==> config.mk <==
export PLATFORM = sky130hd
export DESIGN_NAME = uart_tx_engine
export DESIGN_NICKNAME = d
export VERILOG_FILES = /design/src/rtl/uart_pkg.sv /design/src/rtl/uart_baud_tick.sv /design/src/rtl/uart_tx_engine.sv
export SDC_FILE = /design/constraint.sdc
export NUM_CORES = 1
export LEC_CHECK = 0
export ABC_AREA = 1
export CAP_MARGIN = 20
export CORE_MARGIN = 8
export CORE_UTILIZATION = 30
export CTS_BUF_LIST = sky130_fd_sc_hd__clkbuf_8
export CTS_CLUSTER_SIZE = 25
export DETAILED_ROUTE_END_ITERATION = 6
export GPL_TIMING_DRIVEN = 0
export PLACE_DENSITY = 0.57
export SKIP_LAST_GASP = 1
export SYNTH_ARGS = -nofsm -noshare
export SYNTH_HDL_FRONTEND = slang
export SYNTH_SLANG_ARGS = --single-unit
==> constraint.sdc <==
create_clock -name mclk -period 2.6 [get_ports mclk]
set_input_delay 0.78 -clock mclk [delete_from_list [all_inputs] [get_ports mclk]]
set_output_delay 0.78 -clock mclk [all_outputs]
set_load 0.02 [all_outputs]
==> src/rtl/uart_pkg.sv <==
`default_nettype none
// ============================================================================
// Module   : uart_pkg
// Purpose  : Shared UART constants, FSM encoding and the baud divisor clamp.
// Revision : 1.0
// ============================================================================
package uart_pkg;

  localparam logic [1:0] PAR_NONE = 2'b00;
  localparam logic [1:0] PAR_EVEN = 2'b01;
  localparam logic [1:0] PAR_ODD  = 2'b10;

  // Encoding is shared with the receiver so both debug_state views line up.
  localparam logic [2:0] IDLE   = 3'd0;
  localparam logic [2:0] START  = 3'd1;
  localparam logic [2:0] DATA   = 3'd2;
  localparam logic [2:0] PARITY = 3'd3;
  localparam logic [2:0] STOP1  = 3'd4;
  localparam logic [2:0] STOP2  = 3'd5;

  typedef struct packed {
    logic [15:0] baud;
    logic [1:0]  par;
    logic        two_stop;
  } tx_cfg_t;

  function automatic logic [15:0] clamp_baud(input logic [15:0] b);
    return (b == 16'd0) ? 16'd1 : b;
  endfunction

  function automatic logic parity_enabled(input logic [1:0] sel);
    return (sel == PAR_EVEN) || (sel == PAR_ODD);
  endfunction

endpackage
`default_nettype wire

==> src/rtl/uart_baud_tick.sv <==
`default_nettype none
// ============================================================================
// Module   : uart_baud_tick
// Purpose  : 16-bit loadable down-counter; ticks while enabled and at zero.
// Revision : 1.0
// ============================================================================
module uart_baud_tick (
  input  logic        clk,
  input  logic        rst,
  input  logic        i_load,
  input  logic [15:0] i_load_val,
  input  logic        i_en,
  output logic        o_tick
);

  logic [15:0] count_q;
  logic [15:0] count_d;

  always_comb begin
    count_d = count_q;
    if (i_load) begin
      count_d = i_load_val;
    end else if (i_en && (count_q != 16'd0)) begin
      count_d = count_q - 16'd1;
    end
  end

  always_ff @(posedge clk) begin
    if (rst) begin
      count_q <= 16'd0;
    end else begin
      count_q <= count_d;
    end
  end

  assign o_tick = i_en && (count_q == 16'd0);

endmodule
`default_nettype wire

==> src/rtl/uart_tx_engine.sv <==
`default_nettype none
// ============================================================================
// Module   : uart_tx_engine
// Purpose  : UART transmitter with one-entry holding register, LSB first.
// Revision : 1.0
// ============================================================================
module uart_tx_engine
  import uart_pkg::*;
#(
  parameter int   DATA_BITS  = 8,
  parameter logic IDLE_LEVEL = 1'b1
) (
  input  logic                 mclk,
  input  logic                 reset,
  input  logic [15:0]          baudrate,
  input  logic [1:0]           parity_sel,
  input  logic                 stop_sel,
  input  logic [DATA_BITS-1:0] tdata,
  input  logic                 send,
  output logic                 trdy,
  output logic                 txd,
  output logic                 busy,
  output logic                 tx_done
);

  localparam int IDX_W = (DATA_BITS > 1) ? $clog2(DATA_BITS) : 1;
  localparam logic [IDX_W-1:0] LAST_IDX = IDX_W'(DATA_BITS - 1);

  logic [2:0]           state_q,     state_d;
  logic [DATA_BITS-1:0] hold_q,      hold_d;
  logic                 hold_full_q, hold_full_d;
  logic [DATA_BITS-1:0] shift_q,     shift_d;
  logic [IDX_W-1:0]     bit_q,       bit_d;
  tx_cfg_t              cfg_q,       cfg_d;
  logic                 par_bit_q,   par_bit_d;
  logic                 txd_q,       txd_d;
  logic                 tx_done_q,   tx_done_d;

  logic        baud_load;
  logic [15:0] baud_load_val;
  logic        baud_tick;
  logic        start_frame;
  logic        finish_frame;
  logic [15:0] new_baud;

  assign new_baud = clamp_baud(baudrate);

  uart_baud_tick u_baud_tick (
    .clk        (mclk),
    .rst        (reset),
    .i_load     (baud_load),
    .i_load_val (baud_load_val),
    .i_en       (busy),
    .o_tick     (baud_tick)
  );

  always_comb begin
    state_d       = state_q;
    hold_d        = hold_q;
    hold_full_d   = hold_full_q;
    shift_d       = shift_q;
    bit_d         = bit_q;
    cfg_d         = cfg_q;
    par_bit_d     = par_bit_q;
    tx_done_d     = 1'b0;
    baud_load     = 1'b0;
    baud_load_val = cfg_q.baud - 16'd1;
    start_frame   = 1'b0;
    finish_frame  = 1'b0;

    case (state_q)
      IDLE: begin
        start_frame = hold_full_q;
      end
      START: begin
        if (baud_tick) begin
          state_d   = DATA;
          bit_d     = '0;
          baud_load = 1'b1;
        end
      end
      DATA: begin
        if (baud_tick) begin
          shift_d   = shift_q >> 1;
          baud_load = 1'b1;
          if (bit_q == LAST_IDX) begin
            state_d = parity_enabled(cfg_q.par) ? PARITY : STOP1;
          end else begin
            bit_d = bit_q + 1'b1;
          end
        end
      end
      PARITY: begin
        if (baud_tick) begin
          state_d   = STOP1;
          baud_load = 1'b1;
        end
      end
      STOP1: begin
        if (baud_tick) begin
          if (cfg_q.two_stop) begin
            state_d   = STOP2;
            baud_load = 1'b1;
          end else begin
            finish_frame = 1'b1;
          end
        end
      end
      STOP2: begin
        finish_frame = baud_tick;
      end
      default: begin
        state_d = IDLE;
      end
    endcase

    // A queued byte chains straight into START with no idle cycle.
    if (finish_frame) begin
      tx_done_d   = 1'b1;
      start_frame = hold_full_q;
      if (!hold_full_q) begin
        state_d = IDLE;
      end
    end

    if (start_frame) begin
      state_d       = START;
      shift_d       = hold_q;
      hold_full_d   = 1'b0;
      cfg_d         = '{baud: new_baud, par: parity_sel, two_stop: stop_sel};
      par_bit_d     = (^hold_q) ^ (parity_sel == PAR_ODD);
      baud_load     = 1'b1;
      baud_load_val = new_baud - 16'd1;
    end

    if (send && !hold_full_q) begin
      hold_d      = tdata;
      hold_full_d = 1'b1;
    end
  end

  // txd follows the registered state, so the line lags the FSM by one cycle.
  always_comb begin
    txd_d = IDLE_LEVEL;
    case (state_q)
      START:   txd_d = ~IDLE_LEVEL;
      DATA:    txd_d = shift_q[0];
      PARITY:  txd_d = par_bit_q;
      default: txd_d = IDLE_LEVEL;
    endcase
  end

  always_ff @(posedge mclk) begin
    if (reset) begin
      state_q     <= IDLE;
      hold_q      <= '0;
      hold_full_q <= 1'b0;
      shift_q     <= '0;
      bit_q       <= '0;
      cfg_q       <= '{baud: 16'd1, par: PAR_NONE, two_stop: 1'b0};
      par_bit_q   <= 1'b0;
      txd_q       <= IDLE_LEVEL;
      tx_done_q   <= 1'b0;
    end else begin
      state_q     <= state_d;
      hold_q      <= hold_d;
      hold_full_q <= hold_full_d;
      shift_q     <= shift_d;
      bit_q       <= bit_d;
      cfg_q       <= cfg_d;
      par_bit_q   <= par_bit_d;
      txd_q       <= txd_d;
      tx_done_q   <= tx_done_d;
    end
  end

  assign trdy    = ~hold_full_q;
  assign busy    = (state_q != IDLE);
  assign txd     = txd_q;
  assign tx_done = tx_done_q;

endmodule
`default_nettype wire

==> results by group <==
Timing
  • Hold_ws: 457.3 ps
  • Period minus WS final: 2503 ps
  • Headroom to the max-slew limit: about half
  • Final hold violations: 0
  • Max-slew violation count: 0
  • Clock Skew: 9.940 ps
  • Worst Max-Slew Pin Slew: roughly 720 ps
  • FMAX: 399.5 MHz
  • Final setup viols: 0
  • Fin crit share: 96.28%

Yosys
  • Adder-cell share of the synthesized area: roughly 1.1%
  • Post-synthesis simple-gate area fraction: a little under two fifths
  • Async SR Flop Fraction: 0%
  • Net Count, Synth: 590
  • Complex-gate fraction of the synthesized area: 12.32%
  • Yosys reg bits: 61
  • Mux cell area share after synthesis: 0%
  • Cell area after synthesis: approximately 0.0035 mm^2
  • Synthesis warning total: 0
  • Post-synth EDFFs: 0
  • Register area share after synthesis: between 30% and 40%
  • Post-Synthesis Cells: 557
  • Post-synth cell types: 37
  • Combinational family with the most area after synthesis: simple AND/OR/NAND/NOR gates
  • Mean Syn Cell Area: 6.326 um^2
  • Synth Area in XOR/XNOR: ~2.5%
  • Top_reg_cell synth: dfxtp_1

Pwr
  • Combinational Power Share: 38.5%
  • Power, Total: 0.003501 W
  • Sw frac: 38.22%
  • Leakage: between 2 and 2.5 nW
  • Seq pwr share: 32.8%
  • Pwr dens: 796.6 mW/mm^2
  • Worst VDD drop: 287.0 uV
  • Clock power frac: 28.8%
  • Internal power: ~0.0022 W
  • NetSw: around 0.0013 W

Cells and area
  • Layout area overhead: 24.75%
  • Ant. Diodes: 0
  • Commonest non-fill, non-tap cell in the layout: nand2_1
  • Layout cell share with drive strength beyond 1: around an eighth
  • Most frequent cells in the layout: nand2_1 (158), inv_1 (72), nor2_1 (66)
  • Nets: 640
  • # fillers: 1231

Min path
  • Hold_sp: cfg_q[3]$_SDFFE_PP1N_
  • Hold path endpoint: cfg_q[3]$_SDFFE_PP1N_
  • Hold Path Class: reg2reg
  • Hold depth: 2

Floorplan
  • DIE WIDTH: 124.4 um
  • Core Footprint: 0.01142 mm^2
  • Die height: 124.4 um
  • Rows: 39
  • Starting density of the core: 30.86%
  • Io pins: 34
  • Die ar.: approximately 0.015 mm^2

Routing
  • Iter 0 DRT Violations: about 290
  • Final wirelength: 9666 um
  • DR pass1 iterations: 5
  • DRC viols: 0
  • Routed WL per cell: 12.80 um
  • Routed vias: around 3500
  • Post-DRT Antenna Nets: 0
  • DR vias/cell: 4.699

Clock network
  • Clock sinks: 61
  • Bufs on Longest Clock Path: 2
  • CTS tree: done
  • Htree depth: 3
  • CTS Root Cell: clkbuf_8
  • Worst-path clk slew: ~80 ps
  • Worst-Skew Late Latency: 350 ps
  • CTS buffer count: 9

Setup path
  • Critical path startpoint category: flip-flop
  • Worst r2r path cells: 18
  • Crit end category: primary output
  • WP data arrival: between 1500 and 2000 ps
  • Critical path origin: hold_full_q$_SDFFE_PP0P_
  • RR Endpoint: u_baud_tick.count_q[12]$_SDFFE_PP0P_
  • Crit Path Category: reg2out
  • R2r startpoint: u_baud_tick.count_q[14]$_SDFFE_PP0P_
  • Worst EP required: approximately 1800 ps
  • R2r setup slk: 190 ps
  • CP Max Fanout: 10

Global routing
  • Pin count of the biggest net entering global routing: 12
  • Grt ovf: 0
  • Global-route wire length before repair: 15680 um
  • Initial antenna violation count: 0
  • Tot GR Track Use: roughly 12%
  • Number of global-route vias before repair: 3267

Run status
  • Outcome: finished, final reports clean

Place
  • IO buf count: 32
  • Placer Congestion: between 0.8 and 0.9
  • Detail Placement HPWL: 7401 um

Flow run
  • Max cap viols: 0
-- state kept, by name (all words and copies together), names as in the netlist --
| register | count |
|---|---|
| cfg_q | 19 |
| state_q | 3 |
| txd | 1 |
| hold_q | 8 |
| tx_done | 1 |
| par_bit_q | 1 |
| u_baud_tick.count_q | 16 |
| bit_q | 3 |
| shift_q | 8 |
| hold_full_q | 1 |
-- routing by layer --
layer,vias to the layer above,global-route usage [%],part of all wire (%)
li1,1856,-,-
met1,1592,15.76,48
met2,84,19.08,45
met3,16,2.681,4.4
met4,0,5.174,2.0
met5,-,0,0
-- cells in the mapped netlist (2+ instances only) --
cell type / number / area share, %
nand2_1: 161 / 17
inv_1: 73 / 7.8
nor2_1: 73 / 7.8
dfxtp_1: 61 / 35
nand3_1: 48 / 6.8
o21ai_0: 37 / 5.3
a21oi_1: 14 / 2.0
a31oi_1: 11 / 2.0
clkbuf_1: 10 / 1.1
or2_2: 7 / 1.2
xnor2_1: 5 / 1.2
xor2_1: 5 / 1.2
buf_2: 4 / 0.57
buf_4: 4 / 0.85
nand4_1: 4 / 0.71
nor2_2: 4 / 0.71
nor3_1: 4 / 0.57
ha_1: 3 / 1.1
nand2_2: 3 / 0.53
nand2_4: 3 / 0.96
o211ai_1: 3 / 0.64
buf_6: 2 / 0.64
nand3_2: 2 / 0.57
nor2_4: 2 / 0.64
o21bai_1: 2 / 0.43
-- worst max path at each step --
stage / slack (ps) / cells past startpoint / endpoint
after CTS: -30 / 4 / trdy
final: 100 / 4 / trdy
after floorplan: 330 / 18 / u_baud_tick.count_q[14]$_SDFFE_PP0P_
after global routing: -10 / 18 / u_baud_tick.count_q[10]$_SDFFE_PP0P_
after global placement: -390 / 17 / u_baud_tick.count_q[14]$_SDFFE_PP0P_
after detailed placement: -380 / 17 / u_baud_tick.count_q[14]$_SDFFE_PP0P_
-- power by group through the flow --
stage	Clock (W)	Combinational, W	Sequential, W
2_1_floorplan	0	0.000944	0.00114
3_3_place_gp	0	0.00122	0.00116
3_5_place_dp	0	0.00123	0.00116
4_1_cts	0.00103	0.00126	0.00114
5_1_grt	0.00107	0.00152	0.00116
6_report	0.00101	0.00135	0.00115
-- cell families after synthesis --
| family | after synthesis |
|---|---|
| AND/OR/NAND/NOR | 312 |
| AO/OA/AOI/OAI | 75 |
| adder cells (fa/ha/maj) | 3 |
| XOR/XNOR | 10 |
| flip-flops | 61 |
| buffers and inverters | 96 |
-- final cells by class --
class	count	area (um^2)	share of cell area [%]
multi-input cells	400	1973	44.89
flip-flops and latches	61	1222	27.81
repair buffers	39	375.4	8.540
inverters	76	287.8	6.547
well taps	143	178.9	4.071
clock buffers	11	151.4	3.444
plain buffers	20	125.1	2.847
clock inverters	5	81.33	1.850
-- critical path, stage by stage (launching register included) --
cell,delay (ps)
dfxtp_1,300
buf_2,170
buf_4,200
inv_1,80
clkdlybuf4s50_1,610
-- stage by stage --
step / util [%] / cells / setup TNS (ps) / setup WS, ps / instance area [um^2]
after CTS: 37.53 / 750 / -31.14 / -31.14 / 4285
after floorplan: - / 557 / 0 / 331.8 / 3523
after global placement: 35.23 / 732 / -2168 / -388.0 / 4023
after global routing: 38.49 / 755 / -17.86 / -12.38 / 4395
final: 38.49 / 755 / 0 / 96.60 / 4395
after detailed placement: 35.23 / 732 / -2268 / -375.8 / 4023
-- what timing repair did --
item / CTS / global route
hold buffers: 0 / 0
endpoints found under the hold margin: 0 / 0
setup endpoints to repair: 8 / 12
buffers inserted: 2 / 5
pin swaps: 3 / 8
gates resized for setup: 7 / 21
(Power assumes the default switching activity.)
==> RTL change 1: new RTL, config.mk and constraints unchanged <==
The parameter `DATA_BITS` goes from 8 to 32.
--- a/src/rtl/uart_tx_engine.sv
+++ b/src/rtl/uart_tx_engine.sv
@@ -8,5 +8,5 @@
   import uart_pkg::*;
 #(
-  parameter int   DATA_BITS  = 8,
+  parameter int   DATA_BITS  = 32,
   parameter logic IDLE_LEVEL = 1'b1
 ) (
Ports: changed (resized tdata); port bits go from 34 to 58. No check against the original RTL was run, so the function may have changed too.
==> RTL change 1 against the original RTL <==
Sequential cell count is 50 higher; clock skew shrank 0.0011 ns; setup slack better by 0.024 ns; largest cell class unchanged; routed wire length is 54% higher; design area is 57% higher; synthesized area is 59% higher; first-iteration DRC count up 29%; total power rose by 36%.
==> RTL change 1: results (changes against the original RTL) <==
- Cell variety after synth: 40 (was 37)
* Filler cells: 2,001 (was 1,231)
* Placed instance area: 0.00645 sq mm (was 0.00402 sq mm)
* Total combinational power: 1.62 mW (was 1.35 mW)
- Met2 wirelength from detailed routing: 6.33 mm (was 4.38 mm)
- The number of DRC markers in iteration 0 was 370 (was 286).
- Run status: completed (unchanged).
- The routing usage on met1 is 18.0% (was 15.8%).
- Leading cell types by count after synthesis: sky130_fd_sc_hd__nand2_1, sky130_fd_sc_hd__nor2_1, sky130_fd_sc_hd__dfxtp_1 (was sky130_fd_sc_hd__nand2_1, sky130_fd_sc_hd__inv_1, sky130_fd_sc_hd__nor2_1)
* Fraction of final layout cells with drive strength greater than 1: 11.5% (was 12.3%)
- Worst clock skew: 0.00884 ns (was 0.00994 ns)
- Power spent charging and discharging nets: 1.69 mW (was 1.34 mW)
- The clock network fraction of total power is 24.4% (was 28.8%).
- Launching point of the worst reg2reg path: u_baud_tick.count_q[1] (was u_baud_tick.count_q[14])
- The count of instances resized after the clock tree is built is 8 (was 7).
- The count of buffers inserted at the top-level ports was 56 (was 32).
* Worst R2R Path Depth: 16 (was 18)
* Global-route wire length before repair: 24.7 mm (was 15.7 mm)
- The endpoint of the most critical register-to-register path is u_baud_tick.count_q[8] (was u_baud_tick.count_q[12]).
- The data arrival time of the critical path is 1.70 ns (was 1.72 ns).
* Slew HR: 58.3% (was 51.7%)
- Syn_nets: 888 (was 590)
- Peak supply drop: 0.306 mV (was 0.287 mV)
* Placer Congestion: 0.847 (was 0.880)
- Wl on met1: 7.80 mm (was 4.67 mm)
- Setup slack, reg-to-reg: 0.15 ns (was 0.19 ns)
- The via count normalized by instance count is 4.57 (was 4.70).
RTL change 1: cell count changes after synthesis, sizes merged, moves of 4 or more:
cell and delta:
nor3 +4, o21ai +25, clkbuf +16, dfxtp +50, nand2 +64, xnor2 +20
nor2 +58, a21oi +7, a31oi +24, inv +5
RTL change 1: layout make-up:
| class | count | share of cell area, % |
|---|---|---|
| timing repair buffer | 75 | 10.3 |
| clock inverter | 7 | 1.38 |
| multi-input combinational | 602 | 42.7 |
| buffer | 36 | 2.77 |
| sequential | 111 | 32.4 |
| inverter | 81 | 4.43 |
| tap | 234 | 4.23 |
| clock buffer | 9 | 1.79 |
RTL change 1: logic make-up (layout without fill, tap and decap cells):
group / after synthesis / count (layout) / synth area share (%)
AO/OA/AOI/OAI: 129 / 129 / 13.2
buffers and inverters: 118 / 208 / 8.74
XOR/XNOR: 32 / 32 / 5.01
flip-flops: 111 / 111 / 39.7
AND/OR/NAND/NOR: 438 / 438 / 32.7
adder cells (fa/ha/maj): 3 / 3 / 0.671
RTL change 1: through the flow:
step                      std cells  power, mW  setup slack [ns]  util (%)  setup TNS (ns)
final                          1155       4.77             0.121      37.3               0
after global placement         1121       3.44            -0.428      34.8           -4.22
after detailed placement       1121       3.45            -0.397      34.8           -3.34
after floorplan                 831       3.05             0.337         -               0
after global routing           1155       5.13           -0.0228      37.3         -0.0397
after CTS                      1141       4.68            0.0111      36.3               0
RTL change 1: worst min-delay path by stage:
stage	start	endpoint	slack (ns)	depth (start not counted)
after floorplan	cfg_q[3]	cfg_q[3]	0.42	2
after global placement	cfg_q[3]	cfg_q[3]	0.44	2
after detailed placement	cfg_q[3]	cfg_q[3]	0.44	2
after CTS	cfg_q[3]	cfg_q[3]	0.47	2
after global routing	shift_q[31]	shift_q[31]	0.49	2
final	shift_q[31]	shift_q[31]	0.48	2
==> RTL change 2: new RTL, same settings <==
Without the edit above. Remove the register `txd_q`: a continuous assignment takes its place, so the output `txd` follows one clock earlier.
--- a/src/rtl/uart_tx_engine.sv
+++ b/src/rtl/uart_tx_engine.sv
@@ -160,5 +160,4 @@
       cfg_q       <= '{baud: 16'd1, par: PAR_NONE, two_stop: 1'b0};
       par_bit_q   <= 1'b0;
-      txd_q       <= IDLE_LEVEL;
       tx_done_q   <= 1'b0;
     end else begin
@@ -170,8 +169,9 @@
       cfg_q       <= cfg_d;
       par_bit_q   <= par_bit_d;
-      txd_q       <= txd_d;
       tx_done_q   <= tx_done_d;
     end
   end
+
+  assign txd_q = txd_d;
 
   assign trdy    = ~hold_full_q;
Check against the original RTL: not equivalent (a bounded check fails within 4 cycles, from zero or initial values and one cycle with reset high).
==> RTL change 2 against the original RTL <==
Design area down 1.2%; sequential share of layout area decreased by 0.096 points; utilization is 0.30 points lower; total power is 7.6% lower; synthesized cell count shrank 0.72%; sequential cell count decreased by 1; synthesized area shrank 0.92%; routed wire length increased by 0.56%; via count shrank 0.65%; clock skew is 0.0013 ns lower; setup slack better by 0.023 ns; highest routed layer unchanged.
==> RTL change 2: results (changes against the original RTL) <==
- Average wire per standard cell: 13.0 um (was 12.8 um)
* Top post-synthesis cells by area: sky130_fd_sc_hd__dfxtp_1, sky130_fd_sc_hd__nand2_1, sky130_fd_sc_hd__nor2_1 (was sky130_fd_sc_hd__dfxtp_1, sky130_fd_sc_hd__nand2_1, sky130_fd_sc_hd__inv_1)
- The via total after detailed routing is 3,525 (was 3,548).
- Syn_nets: 586 (was 590)
* Register clock-pin slew on the reported worst setup and hold paths: 0.07 ns
- The final weighted congestion of routability-driven global placement was 0.906 (was 0.880).
* CP max stage delay: 0.55 ns (was 0.61 ns)
- The number of DRC markers in iteration 0 was 292 (was 286).
- The path class of the lowest-slack min-delay path was reg2reg (unchanged).
- The layout cell share with drive strength beyond 1 was 12.9% (was 12.3%).
- The maximum fanout encountered on the critical timing path came to 8 (was 10).
- Slew HR: 51.7% (about the same)
- Worst-Skew Late Latency: 0.35 ns (about the same)
* Worst path arrival time: 1.70 ns (was 1.72 ns)
- Placed wire-length estimate after detailed placement: 7.55 mm (was 7.40 mm)
- Number of buffers on the longest clock path: 2 (unchanged)
- Global-route wire length before repair: 16.3 mm (was 15.7 mm)
- The cell at the root of the clock tree is sky130_fd_sc_hd__clkbuf_8 (unchanged).
* Crit path max-delay cell type: sky130_fd_sc_hd__clkdlybuf4s50_1 (unchanged)
- The peak supply drop came to 0.251 mV (was 0.287 mV).
- The number of diodes was 0 (unchanged).
* Final nets: 633 (was 640)
- The total of warnings raised by yosys came to 0 (unchanged).
- Registers with the most flip-flops: cfg_q x19, u_baud_tick.count_q x16 (unchanged).
* TritonRoute pass-1 iters: 5 (unchanged)
- Antenna violations before repair: 0 (unchanged)
- The proportion of synthesized chip area in sequential cells is 34.4% (was 34.7%).
- Leading cell types by count after synthesis: sky130_fd_sc_hd__nand2_1, sky130_fd_sc_hd__nor2_1, sky130_fd_sc_hd__inv_1 (was sky130_fd_sc_hd__nand2_1, sky130_fd_sc_hd__inv_1, sky130_fd_sc_hd__nor2_1).
- The layout filler cell count came to 1,219 (was 1,231).
- The static leakage came to 1.98 nW (was 2.02 nW).
- Num CTS Buffers: 9 (unchanged)
- The pre-CTS setup slack was -0.301 ns (was -0.376 ns).
* Vias in the first global route: 3,395 (was 3,267)
- Cell variety after synth: 38 (was 37)
- Final setup violation count: 0 (unchanged)
- The cell family contributing the most delay on the critical path is buffers and inverters (unchanged).
- The post-synthesis async set-or-reset flop share came to 0% (unchanged).
- The CTS H-tree depth is 3 (unchanged).
* Maximum number of pins on one net before global-route repair: 11 (was 12)
- Run status: completed (unchanged).
- The setup skew after layout was 0.00866 ns (was 0.00994 ns).
* Total of buffers placed on input and output ports: 33 (was 32)
* GRT Overall Usage: 13.4% (was 12.2%)
==> RTL change 2: cell count changes after synthesis, moves of 2 or more <==
cell,before,now
sky130_fd_sc_hd__a31oi_1,11,9
sky130_fd_sc_hd__buf_4,4,2
sky130_fd_sc_hd__inv_1,73,71
sky130_fd_sc_hd__nand2_1,161,154
sky130_fd_sc_hd__nand2_2,3,8
sky130_fd_sc_hd__nand3_1,48,45
sky130_fd_sc_hd__nor2_1,73,76
sky130_fd_sc_hd__nor3_1,4,6
sky130_fd_sc_hd__o21ai_0,37,35
sky130_fd_sc_hd__o21ai_1,1,4
sky130_fd_sc_hd__o21bai_1,2,0
sky130_fd_sc_hd__or2_2,7,5
==> RTL change 2: path summary, 6_finish.rpt <==
check                       endpoint  depth (start not counted)                    from  slack (ns)
max reg2reg  u_baud_tick.count_q[12]                         18  u_baud_tick.count_q[9]        0.16
min                        par_bit_q                          2               par_bit_q        0.47
max                             busy                          4              state_q[1]        0.12
min reg2reg                par_bit_q                          2               par_bit_q        0.47
==> RTL change 2: per-layer routing <==
layer | global-route usage, % | up-vias | wire length, um
li1 | - | 1844 | -
met1 | 17.3 | 1575 | 4660
met2 | 21.1 | 87 | 4300
met3 | 2.99 | 19 | 559
met4 | 5.57 | 0 | 205
met5 | 0 | - | 0
==> RTL change 2: area by class of cell <==
class,count,share of cell area [%]
Clock inverter,6,1.87
Timing Repair Buffer,36,8.27
Clock buffer,9,2.85
Tap cell,143,4.12
Multi-Input combinational cell,399,46.0
Sequential cell,60,27.7
Buffer,19,2.65
Inverter,75,6.54
==> RTL change 2: metrics by stage <==
stage               std cells  power, mW  area [sq um]  hold WS, ns
floorplan                 553       1.95          3490        0.425
global placement          729       2.25          4000        0.435
detailed placement        729       2.25          4000        0.454
CTS                       746       3.19          4250        0.472
global route              747       3.47          4340        0.486
finish                    747       3.23          4340        0.471
==> RTL change 2: worst min-delay path, delay by kind of cell, from the launching register on <==
kind | cells | cell delay [ns]
AO/OA/AOI/OAI | 1 | 0.06
flip-flops | 1 | 0.33
AND/OR/NAND/NOR | 1 | 0.05
==> RTL change 2: cell families after synthesis <==
logic type | after synthesis | synth area share (%)
and+or+nand+nor | 311 | 38.3
buffers and inverters | 94 | 11.2
xor gates and xnor gates | 10 | 2.51
adders and majority gates | 3 | 1.08
DFF | 60 | 34.4
AOI/OAI and AO/OA | 75 | 12.5
==> RTL change 2: where the power goes <==
group	switching, mW	internal, mW	leakage, nW	total, mW
registers	0.0862	1.03	0.494	1.12
clock network	0.379	0.527	0.106	0.906
logic	0.768	0.444	1.38	1.21
==> RTL change 2: repair_timing <==
item	in CTS	in global routing
buffers inserted	2	1
pin swaps	2	6
gates resized for setup	11	22
setup endpoints to repair	9	12
